<file path="src/rtl/gpio_multibank_if.sv">
`default_nettype none
// +----------------------------------------------------------------------+
// | gpio_multibank_if : IP-side register port of the multibank GPIO core |
// | Rev 1.0                                                              |
// +----------------------------------------------------------------------+
interface gpio_multibank_if #(
  parameter int ADDR_WIDTH = 16,
  parameter int DATA_WIDTH = 32
);
  logic [ADDR_WIDTH-1:0] i_ip_address;
  logic                  i_ip_read_en;
  logic                  i_ip_write_en;
  logic [DATA_WIDTH-1:0] i_ip_wdata;
  logic [DATA_WIDTH-1:0] o_ip_rdata;
  logic                  o_ip_ack;
  logic                  o_ip_stall;

  modport master (
    output i_ip_address, i_ip_read_en, i_ip_write_en, i_ip_wdata,
    input  o_ip_rdata, o_ip_ack, o_ip_stall
  );

  modport slave (
    input  i_ip_address, i_ip_read_en, i_ip_write_en, i_ip_wdata,
    output o_ip_rdata, o_ip_ack, o_ip_stall
  );
endinterface
`default_nettype wire

</file>
<file path="src/rtl/gpio_multibank.sv">
`default_nettype none
// +----------------------------------------------------------------------+
// | gpio_multibank : banked GPIO with atomic writes, debounce and IRQs   |
// | Rev 1.0                                                              |
// +----------------------------------------------------------------------+
module gpio_multibank #(
  parameter int           WB_REGISTER_ADDRESS_WIDTH   = 16,
  parameter int           WB_DATA_WIDTH               = 32,
  parameter int           NUM_PINS                    = 64,
  parameter int           DEBOUNCE_WIDTH              = 16,
  parameter logic [127:0] DEFAULT_GPIO_DIRECTION_FULL = {128{1'b1}},
  parameter logic [127:0] DEFAULT_GPIO_OUTPUT_FULL    = '0
) (
  input  wire logic                i_clk,
  input  wire logic                i_reset,
  gpio_multibank_if.slave          bus,
  input  wire logic [NUM_PINS-1:0] i_gpio_in,
  output logic      [NUM_PINS-1:0] o_gpio_out,
  output logic      [NUM_PINS-1:0] o_gpio_oe,
  output logic                     o_irq
);

  localparam int c_AW        = WB_REGISTER_ADDRESS_WIDTH;
  localparam int c_DW        = WB_DATA_WIDTH;
  localparam int c_NUM_BANKS = (NUM_PINS + c_DW - 1) / c_DW;
  localparam int c_TOT_W     = c_NUM_BANKS * c_DW;
  localparam int c_BANK_W    = c_AW - 6;

  localparam logic [3:0] c_REG_DIR      = 4'h0;
  localparam logic [3:0] c_REG_OUT      = 4'h1;
  localparam logic [3:0] c_REG_OUT_SET  = 4'h2;
  localparam logic [3:0] c_REG_OUT_CLR  = 4'h3;
  localparam logic [3:0] c_REG_OUT_TGL  = 4'h4;
  localparam logic [3:0] c_REG_IN       = 4'h5;
  localparam logic [3:0] c_REG_IRQ_EN   = 4'h6;
  localparam logic [3:0] c_REG_IRQ_TYPE = 4'h7;
  localparam logic [3:0] c_REG_IRQ_POL  = 4'h8;
  localparam logic [3:0] c_REG_IRQ_BOTH = 4'h9;
  localparam logic [3:0] c_REG_IRQ_STAT = 4'hA;
  localparam logic [3:0] c_REG_DEBOUNCE = 4'hB;

  // Programmable state
  logic [NUM_PINS-1:0]       r_dir;
  logic [NUM_PINS-1:0]       r_out;
  logic [NUM_PINS-1:0]       r_irq_en;
  logic [NUM_PINS-1:0]       r_irq_type;
  logic [NUM_PINS-1:0]       r_irq_pol;
  logic [NUM_PINS-1:0]       r_irq_both;
  logic [NUM_PINS-1:0]       r_irq_status;
  logic [DEBOUNCE_WIDTH-1:0] r_debounce;

  // Input path
  logic [NUM_PINS-1:0]       r_sync1;
  logic [NUM_PINS-1:0]       r_sync2;
  logic [NUM_PINS-1:0]       r_tick_samp;
  logic [NUM_PINS-1:0]       r_in;
  logic [NUM_PINS-1:0]       r_in_d;
  logic [DEBOUNCE_WIDTH-1:0] r_prescale;

  // Bus response
  logic                      r_ack;
  logic [c_DW-1:0]           r_rdata;

  // Address decode
  logic [c_BANK_W-1:0]       w_bank;
  logic [3:0]                w_reg;
  logic [c_NUM_BANKS-1:0]    w_sel;
  logic                      w_bank_ok;
  logic                      w_wr;
  logic [c_TOT_W-1:0]        w_mask_full;
  logic [c_TOT_W-1:0]        w_wdata_full;
  logic [NUM_PINS-1:0]       w_mask;
  logic [NUM_PINS-1:0]       w_wbits;
  logic [NUM_PINS-1:0]       w_w1c;

  assign w_bank    = bus.i_ip_address[c_AW-1:6];
  assign w_reg     = bus.i_ip_address[5:2];
  assign w_bank_ok = |w_sel;
  assign w_wr      = bus.i_ip_write_en && w_bank_ok;

  always_comb begin
    w_sel = '0;
    for (int b = 0; b < c_NUM_BANKS; b++) begin
      w_sel[b] = (w_bank == c_BANK_W'(b));
    end
  end

  // Replicating the write word across banks and masking by the selected bank
  // turns every banked write into a plain full-width read-modify-write.
  for (genvar b = 0; b < c_NUM_BANKS; b++) begin : g_mask
    assign w_mask_full[b*c_DW +: c_DW] = {c_DW{w_sel[b]}};
  end

  assign w_wdata_full = {c_NUM_BANKS{bus.i_ip_wdata}};
  assign w_mask       = w_mask_full[NUM_PINS-1:0];
  assign w_wbits      = w_wdata_full[NUM_PINS-1:0] & w_mask;
  assign w_w1c        = (w_wr && (w_reg == c_REG_IRQ_STAT)) ? w_wbits : '0;

  // Debounce prescaler and filter
  logic                w_bypass;
  logic                w_tick;
  logic [NUM_PINS-1:0] w_stable;

  assign w_bypass = (r_debounce == '0);
  assign w_tick   = !w_bypass && (r_prescale >= r_debounce);
  assign w_stable = ~(r_sync2 ^ r_tick_samp);

  // Interrupt events, evaluated on the filtered input
  logic [NUM_PINS-1:0] w_rise;
  logic [NUM_PINS-1:0] w_fall;
  logic [NUM_PINS-1:0] w_edge_ev;
  logic [NUM_PINS-1:0] w_level_ev;
  logic [NUM_PINS-1:0] w_event;

  assign w_rise     = r_in & ~r_in_d;
  assign w_fall     = ~r_in & r_in_d;
  assign w_edge_ev  = (r_irq_both & (w_rise | w_fall))
                    | (~r_irq_both & ~r_irq_pol & w_rise)
                    | (~r_irq_both &  r_irq_pol & w_fall);
  assign w_level_ev = (r_irq_pol & r_in) | (~r_irq_pol & ~r_in);
  assign w_event    = (r_irq_type & w_level_ev) | (~r_irq_type & w_edge_ev);

  always_ff @(posedge i_clk) begin
    if (i_reset) begin
      r_dir        <= DEFAULT_GPIO_DIRECTION_FULL[NUM_PINS-1:0];
      r_out        <= DEFAULT_GPIO_OUTPUT_FULL[NUM_PINS-1:0];
      r_irq_en     <= '0;
      r_irq_type   <= '0;
      r_irq_pol    <= '0;
      r_irq_both   <= '0;
      r_debounce   <= '0;
    end else if (w_wr) begin
      case (w_reg)
        c_REG_DIR:      r_dir      <= (r_dir & ~w_mask) | w_wbits;
        c_REG_OUT:      r_out      <= (r_out & ~w_mask) | w_wbits;
        c_REG_OUT_SET:  r_out      <= r_out | w_wbits;
        c_REG_OUT_CLR:  r_out      <= r_out & ~w_wbits;
        c_REG_OUT_TGL:  r_out      <= r_out ^ w_wbits;
        c_REG_IRQ_EN:   r_irq_en   <= (r_irq_en & ~w_mask) | w_wbits;
        c_REG_IRQ_TYPE: r_irq_type <= (r_irq_type & ~w_mask) | w_wbits;
        c_REG_IRQ_POL:  r_irq_pol  <= (r_irq_pol & ~w_mask) | w_wbits;
        c_REG_IRQ_BOTH: r_irq_both <= (r_irq_both & ~w_mask) | w_wbits;
        c_REG_DEBOUNCE: begin
          if (w_sel[0]) begin
            r_debounce <= bus.i_ip_wdata[DEBOUNCE_WIDTH-1:0];
          end
        end
        default: ;
      endcase
    end
  end

  // A new event on the same bit as a W1C wins, so an active level keeps STATUS set.
  always_ff @(posedge i_clk) begin
    if (i_reset) begin
      r_irq_status <= '0;
    end else begin
      r_irq_status <= (r_irq_status & ~w_w1c) | (w_event & r_irq_en);
    end
  end

  always_ff @(posedge i_clk) begin
    if (i_reset) begin
      r_sync1     <= '0;
      r_sync2     <= '0;
      r_tick_samp <= '0;
      r_in        <= '0;
      r_in_d      <= '0;
      r_prescale  <= '0;
    end else begin
      r_sync1 <= i_gpio_in;
      r_sync2 <= r_sync1;
      r_in_d  <= r_in;
      if (w_bypass || w_tick) begin
        r_prescale <= '0;
      end else begin
        r_prescale <= r_prescale + 1'b1;
      end
      if (w_bypass) begin
        r_in        <= r_sync2;
        r_tick_samp <= r_sync2;
      end else if (w_tick) begin
        r_in        <= (r_in & ~w_stable) | (r_sync2 & w_stable);
        r_tick_samp <= r_sync2;
      end
    end
  end

  // Read mux; bits beyond NUM_PINS come from the zero padding
  logic [c_TOT_W-1:0] w_dir_pad;
  logic [c_TOT_W-1:0] w_out_pad;
  logic [c_TOT_W-1:0] w_in_pad;
  logic [c_TOT_W-1:0] w_en_pad;
  logic [c_TOT_W-1:0] w_type_pad;
  logic [c_TOT_W-1:0] w_pol_pad;
  logic [c_TOT_W-1:0] w_both_pad;
  logic [c_TOT_W-1:0] w_stat_pad;
  logic [c_DW-1:0]    w_rd_word;

  assign w_dir_pad  = c_TOT_W'(r_dir);
  assign w_out_pad  = c_TOT_W'(r_out);
  assign w_in_pad   = c_TOT_W'(r_in);
  assign w_en_pad   = c_TOT_W'(r_irq_en);
  assign w_type_pad = c_TOT_W'(r_irq_type);
  assign w_pol_pad  = c_TOT_W'(r_irq_pol);
  assign w_both_pad = c_TOT_W'(r_irq_both);
  assign w_stat_pad = c_TOT_W'(r_irq_status);

  always_comb begin
    w_rd_word = '0;
    for (int b = 0; b < c_NUM_BANKS; b++) begin
      if (w_sel[b]) begin
        case (w_reg)
          c_REG_DIR:      w_rd_word = w_dir_pad[b*c_DW +: c_DW];
          c_REG_OUT:      w_rd_word = w_out_pad[b*c_DW +: c_DW];
          c_REG_IN:       w_rd_word = w_in_pad[b*c_DW +: c_DW];
          c_REG_IRQ_EN:   w_rd_word = w_en_pad[b*c_DW +: c_DW];
          c_REG_IRQ_TYPE: w_rd_word = w_type_pad[b*c_DW +: c_DW];
          c_REG_IRQ_POL:  w_rd_word = w_pol_pad[b*c_DW +: c_DW];
          c_REG_IRQ_BOTH: w_rd_word = w_both_pad[b*c_DW +: c_DW];
          c_REG_IRQ_STAT: w_rd_word = w_stat_pad[b*c_DW +: c_DW];
          c_REG_DEBOUNCE: begin
            if (b == 0) begin
              w_rd_word = c_DW'(r_debounce);
            end
          end
          default: w_rd_word = '0;
        endcase
      end
    end
  end

  always_ff @(posedge i_clk) begin
    if (i_reset) begin
      r_ack   <= 1'b0;
      r_rdata <= '0;
    end else begin
      r_ack   <= bus.i_ip_read_en || bus.i_ip_write_en;
      r_rdata <= bus.i_ip_read_en ? w_rd_word : '0;
    end
  end

  assign bus.o_ip_ack   = r_ack;
  assign bus.o_ip_rdata = r_rdata;
  assign bus.o_ip_stall = 1'b0;
  assign o_gpio_out     = r_out;
  assign o_gpio_oe      = r_dir;
  assign o_irq          = |(r_irq_status & r_irq_en);

  logic w_unused;
  assign w_unused = ^{bus.i_ip_address[1:0], w_mask_full, w_wdata_full};

endmodule
`default_nettype wire

</file>
<file path="src/flat_wrapper.sv">
// flat-port wrapper written by rule: the top's interface ports become plain ports
module gpio_multibank_flat 
#(
  parameter int           WB_REGISTER_ADDRESS_WIDTH   = 16,
  parameter int           WB_DATA_WIDTH               = 32,
  parameter int           NUM_PINS                    = 64,
  parameter int           DEBOUNCE_WIDTH              = 16,
  parameter logic [127:0] DEFAULT_GPIO_DIRECTION_FULL = {128{1'b1}},
  parameter logic [127:0] DEFAULT_GPIO_OUTPUT_FULL    = '0
)
  (i_clk, i_reset, i_gpio_in, o_gpio_out, o_gpio_oe, o_irq, bus_i_ip_address, bus_i_ip_read_en, bus_i_ip_write_en, bus_i_ip_wdata, bus_o_ip_rdata, bus_o_ip_ack, bus_o_ip_stall);
  gpio_multibank_if #(.ADDR_WIDTH((16)), .DATA_WIDTH((32))) bus_i ();
  input  wire logic i_clk;
  input  wire logic i_reset;
  input  wire logic [NUM_PINS-1:0] i_gpio_in;
  output logic      [NUM_PINS-1:0] o_gpio_out;
  output logic      [NUM_PINS-1:0] o_gpio_oe;
  output logic o_irq;
  input wire logic [$bits(bus_i.i_ip_address)-1:0] bus_i_ip_address;
  input wire logic [$bits(bus_i.i_ip_read_en)-1:0] bus_i_ip_read_en;
  input wire logic [$bits(bus_i.i_ip_write_en)-1:0] bus_i_ip_write_en;
  input wire logic [$bits(bus_i.i_ip_wdata)-1:0] bus_i_ip_wdata;
  output wire logic [$bits(bus_i.o_ip_rdata)-1:0] bus_o_ip_rdata;
  output wire logic [$bits(bus_i.o_ip_ack)-1:0] bus_o_ip_ack;
  output wire logic [$bits(bus_i.o_ip_stall)-1:0] bus_o_ip_stall;
  assign bus_i.i_ip_address = bus_i_ip_address;
  assign bus_i.i_ip_read_en = bus_i_ip_read_en;
  assign bus_i.i_ip_write_en = bus_i_ip_write_en;
  assign bus_i.i_ip_wdata = bus_i_ip_wdata;
  assign bus_o_ip_rdata = bus_i.o_ip_rdata;
  assign bus_o_ip_ack = bus_i.o_ip_ack;
  assign bus_o_ip_stall = bus_i.o_ip_stall;
  gpio_multibank #(.WB_REGISTER_ADDRESS_WIDTH(WB_REGISTER_ADDRESS_WIDTH), .WB_DATA_WIDTH(WB_DATA_WIDTH), .NUM_PINS(NUM_PINS), .DEBOUNCE_WIDTH(DEBOUNCE_WIDTH), .DEFAULT_GPIO_DIRECTION_FULL(DEFAULT_GPIO_DIRECTION_FULL), .DEFAULT_GPIO_OUTPUT_FULL(DEFAULT_GPIO_OUTPUT_FULL)) u_core (.i_clk(i_clk), .i_reset(i_reset), .bus(bus_i), .i_gpio_in(i_gpio_in), .o_gpio_out(o_gpio_out), .o_gpio_oe(o_gpio_oe), .o_irq(o_irq));
endmodule
</file>
<file path="config.mk">
export PLATFORM = sky130hd
export DESIGN_NAME = gpio_multibank_flat
export DESIGN_NICKNAME = d
export VERILOG_FILES = /design/src/rtl/gpio_multibank_if.sv /design/src/rtl/gpio_multibank.sv /design/src/flat_wrapper.sv
export SDC_FILE = /design/constraint.sdc
export NUM_CORES = 2
export LEC_CHECK = 0
export BUFFER_PORTS_ARGS = -buffer_cell sky130_fd_sc_hd__buf_4
export CAP_MARGIN = 15
export CORE_MARGIN = 4
export CORE_UTILIZATION = 35
export CTS_CLUSTER_DIAMETER = 150
export DETAILED_ROUTE_END_ITERATION = 8
export PLACE_DENSITY_LB_ADDON = 0.25
export SLEW_MARGIN = 20
export SYNTH_ARGS = -nofsm -noshare
export SYNTH_HDL_FRONTEND = slang
export SYNTH_SLANG_ARGS = --single-unit
</file>
<file path="constraint.sdc">
create_clock -name i_clk -period 3.75 [get_ports i_clk]
set_clock_uncertainty 0.2 [all_clocks]
set_input_delay 0.1875 -clock i_clk [delete_from_list [all_inputs] [get_ports i_clk]]
set_output_delay 0.1875 -clock i_clk [all_outputs]
set_load 0.01 [all_outputs]
</file>
# ---- Word level (Yosys, flattened, before mapping)
# Cells that the tools add are included.
dict set report op_classes {
  add_sub_neg 1
  n_div 0
  bitwise_logic 51
  mux 10
  n_reduce_logical 22
  magnitude_cmp 1
  eq_ne 12
  n_mul 0
  n_shift 0
}
# op count
set op_table {}
lappend op_table {{bitwise AND 64 bit} 24}
lappend op_table {{OR 64 bit} 14}
lappend op_table {{inverter 64 bit} 10}
lappend op_table {{case mux 32 bit (9 select lines)} 2}
lappend op_table {{two-way mux 64 bit} 5}
lappend op_table {{case mux 64 bit (4 select lines)} 1}
lappend op_table {{bitwise XOR 64 bit} 2}
lappend op_table {{two-way mux 32 bit} 2}
lappend op_table {{OR reduction 64 bit} 1}
lappend op_table {{adder 16 x 1 -> 16 bit (second input constant)} 1}
lappend op_table {{== test 4 x 3 -> 1 bit (second input constant)} 4}
lappend op_table {{== test 4 bit (second input constant)} 4}
lappend op_table {{>= comparator 16 bit} 1}
lappend op_table {{logical NOT 16 bit} 1}
lappend op_table {{AND reduction 2 bit} 6}
lappend op_table {{== test 10 x 1 -> 1 bit (second input constant)} 1}
lappend op_table {{logical NOT 10 bit} 1}
lappend op_table {{== test 4 x 2 -> 1 bit (second input constant)} 2}
lappend op_table {{OR reduction 2 bit} 3}
lappend op_table {{== test 4 x 1 -> 1 bit (second input constant)} 1}
lappend op_table {{logical NOT 4 bit} 1}
lappend op_table {{nonzero test 4 bit} 1}
lappend op_table {{logical AND 1 bit} 3}
lappend op_table {{AND reduction 3 bit} 1}
lappend op_table {{4 further kinds} 5}
dict set report totals {
  out_inout_bits 163
  latchBits 0
  n_memories 0
  rom_bits 0
  mem_bits_rw 0
  register_bits 833
}

# ---- Longest topological paths before layout
dict set report depth {
  depth_word 10
  mapped_depth 10
  ltp_nobuf 8
}

# ---- Least setup slack after synthesis
# No wires, ideal clock.
dict set report synth_timing {
  path_type {register to register}
  from {reg u_core.r_prescale[0]}
  to {reg (tool-made name)}
  path_stages_with_launch 11
  synth_period_minus_slack_ns 2.352
  arrival_ns 2.078
  path_slack_ns 1.398
  required_ns 3.476
  cell_sequence {dfxtp_1 -> inv_1 -> ha_1 -> nand2b_1 -> a2111oi_0 -> o31a_1 -> o211a_1 -> buf_2 -> buf_2 -> nand2_1 -> a31oi_1}
}
# item line_no
set synth_lines {}
lappend synth_lines {{from (decl)} gpio_multibank.sv:58} ;# logic [DEBOUNCE_WIDTH-1:0] r_prescale;
lappend synth_lines {{from (signal assigned)} gpio_multibank.sv:177} ;# r_prescale <= r_prescale + 1'b1;

==> qor.csv <==
metric,value,unit
peak supply drop,0.255,mV
CP startpoint kind,flop,
asr flop ratio synth,0,
Comb power frac,0.056,
die width,343,microns
critical path type,flop to primary output,
syn_area_per_cell,8.23,sq um
row count,122,
Mapped Area,39200,sq um
# resized after CTS,0,
sequence of cells on the critical path,a22o_1 -> a221oi_1 -> nand4_1 -> or4_1 -> buf_4,
Net Sw Frac,0.237,
Clk pwr share,0.475,
sequential power share,0.468,
setup TNS after final layout,0,ns
wire length of the first global-routing pass,232,mm
count of cell types in the netlist,62,
Worst path max stage delay,0.67,ns
setup violators final,0,
vias per cell,5.65,
fin. max-slew vios,0,
final wirelength,161,mm
DRT antenna net count,0,
routability congestion estimate,0.972,
hold path startpoint,bus_i_ip_address[8],
"most common cell after layout, fill and taps aside",nand2_1,
Fmax achieved,0.304,GHz
CP required,3.36,ns
Area Growth Syn to Fin,20.7,%
Final Non-Filler Cells,6591,
Hold Crit Class,input port to flop,
placed insts,6303,
Crit path max-delay family,compound AO/OA/AOI/OAI gates,
Synthesized Nets,5090,
most frequent cells in the layout,"nand2_1 (1157), dfxtp_1 (833), a21oi_1 (482)",
initial antenna violation count,5,
IO Count,279,
post-layout minimum cycle time,3.29,ns
Iteration-0 DRC Markers,5515,
dpl hpwl,113,mm
Routed WL per cell,24.5,microns
vias in the first global route,33133,
Pwr Density,409,nW/um^2
number of flops mapped to enable cells by yosys,0,
measured slew at the worst slew-check pin,0.972,ns
CP max stage cell,a221oi_1,
Remaining DRCs,0,
clock root buffer,clkbuf_16,
arrival time worst endpoint,2.90,ns
CP Capture Type,primary output,
Main synth FF type,dfxtp_1,
"Clk pin slew, worst setup/hold paths",0.07,ns
cell depth of the worst hold path,7,
TritonRoute pass-1 iters,7,
switching power of the nets,4590,uW
clock buffer depth,3,
ratio of cells with drive above 1 in the final layout,0.129,
core area,111000,sq um
outcome,completed,
Leakage,0.0163,uW
die area,117000,sq um
Via Count,37230,
GRT overflow,0,
clock sink count,833,
Worst slew margin,0.350,
register area share after synthesis,0.425,
crit-path max FO,4,
Ys Warns,0,
fin crit share,0.877,
pin count of the biggest net entering global routing,148,
"reg-to-reg slack, setup",0.70,ns
number of buffers created by CTS,89,
max_cap viols,0,
CTS tree,yes,
RSZ-0062 raised after global routing,no,
# port buffers,275,
P_int,14800,uW
RR Startpoint,u_core.r_debounce[11],
"FF+latch count, synth",833,
"Hold Vio Cnt, Final",0,
die height,343,microns
Synth Instances,4765,
gr usage total,0.264,
Worst R2R Path Depth,8,
H-tree Lvls,3,
nets@finish,5357,
WP buf/inv,1,
clock latency on the worst-skew pair,0.66,ns
initial core utilization,0.353,
==> routing by layer <==
| layer | part of all wire | wire length, microns | vias to the layer above | track usage |
|---|---|---|---|---|
| li1 | - | - | 17155 | - |
| met4 | 0.058 | 9310 | 2 | 0.136 |
| met5 | 0.000081 | 13 | - | 0 |
| met2 | 0.38 | 61700 | 2224 | 0.349 |
| met3 | 0.12 | 18800 | 385 | 0.0594 |
| met1 | 0.44 | 71400 | 17464 | 0.393 |
==> how the worst max path moves through the flow <==
stage	start	to	cells past startpoint
2_1_floorplan	u_core.r_prescale[0]	flop	10
3_3_place_gp	u_core.r_debounce[11]	u_core.r_prescale[15]	7
3_5_place_dp	u_core.r_debounce[11]	u_core.r_prescale[15]	7
4_1_cts	flop	o_irq	5
5_1_grt	flop	o_irq	5
6_report	flop	o_irq	5
==> power groups by stage <==
stage / logic, uW / clock network [uW] / registers (uW)
6_report: 1090 / 9200 / 9070
5_1_grt: 1150 / 9690 / 9080
4_1_cts: 1070 / 9350 / 9070
3_5_place_dp: 963 / 0 / 9260
3_3_place_gp: 954 / 0 / 9260
2_1_floorplan: 500 / 0 / 9220
==> worst reg2reg max path, delay by kind of cell (launching register included) <==
kind,cells,cell delay [ns]
buffers and inverters,2,0.44
DFF,1,0.45
and+or+nand+nor,1,0.14
AOI/OAI and AO/OA,4,1.44
adders and majority gates,1,0.30
==> layout make-up <==
cell class / instances / area (sq um)
Antenna cell: 1 / 2.50
Inverter: 150 / 564
Clock inverter: 30 / 402
Sequential cell: 833 / 16700
Multi-Input combinational cell: 3430 / 20600
Fill cell: 10970 / 63600
Clock buffer: 131 / 2600
Timing Repair Buffer: 528 / 4590
Tap cell: 1488 / 1860
==> metrics by stage <==
| stage | setup WS (ns) | hold WS, ns | utilization | total power (uW) | cell area [sq um] |
|---|---|---|---|---|---|
| after floorplan | 1.40 | 0.103 | - | 9720 | 39200 |
| after global placement | 0.825 | 0.205 | 0.388 | 10200 | 43100 |
| after detailed placement | 0.770 | 0.204 | 0.388 | 10200 | 43100 |
| after CTS | 0.502 | 0.000365 | 0.426 | 19500 | 47300 |
| after global routing | 0.439 | 0.0446 | 0.426 | 19900 | 47300 |
| final | 0.463 | 0.0496 | 0.427 | 19400 | 47300 |
==> cells by family after synthesis <==
family	after synthesis	share of synthesized area
xor+xnor	79	0.0177
mux	127	0.0347
compound gates	1377	0.227
other cells	1	0.0000957
buf+inv	502	0.0522
fa+ha+maj	209	0.0667
flops	833	0.425
simple gates	1637	0.176
==> cells in the mapped netlist, drive strengths merged (102+ instances only) <==
library cell | instances | area, sq um
o21ai | 234 | 1170
clkbuf | 242 | 908
a31oi | 136 | 851
nand3 | 102 | 510
dfxtp | 833 | 16700
nor2b | 163 | 1020
inv | 150 | 563
ha | 209 | 2620
a21oi | 482 | 2410
buf | 110 | 576
a22oi | 141 | 1060
nor2 | 156 | 598
nand2 | 1160 | 4360
==> what timing repair did <==
item                                    CTS  global route
hold endpoints to repair                537             0
hold buffers                            126             0
buffers inserted                          0             0
endpoints found under the setup margin    0             0
Note: power is estimated with default switching activity, not from simulation.
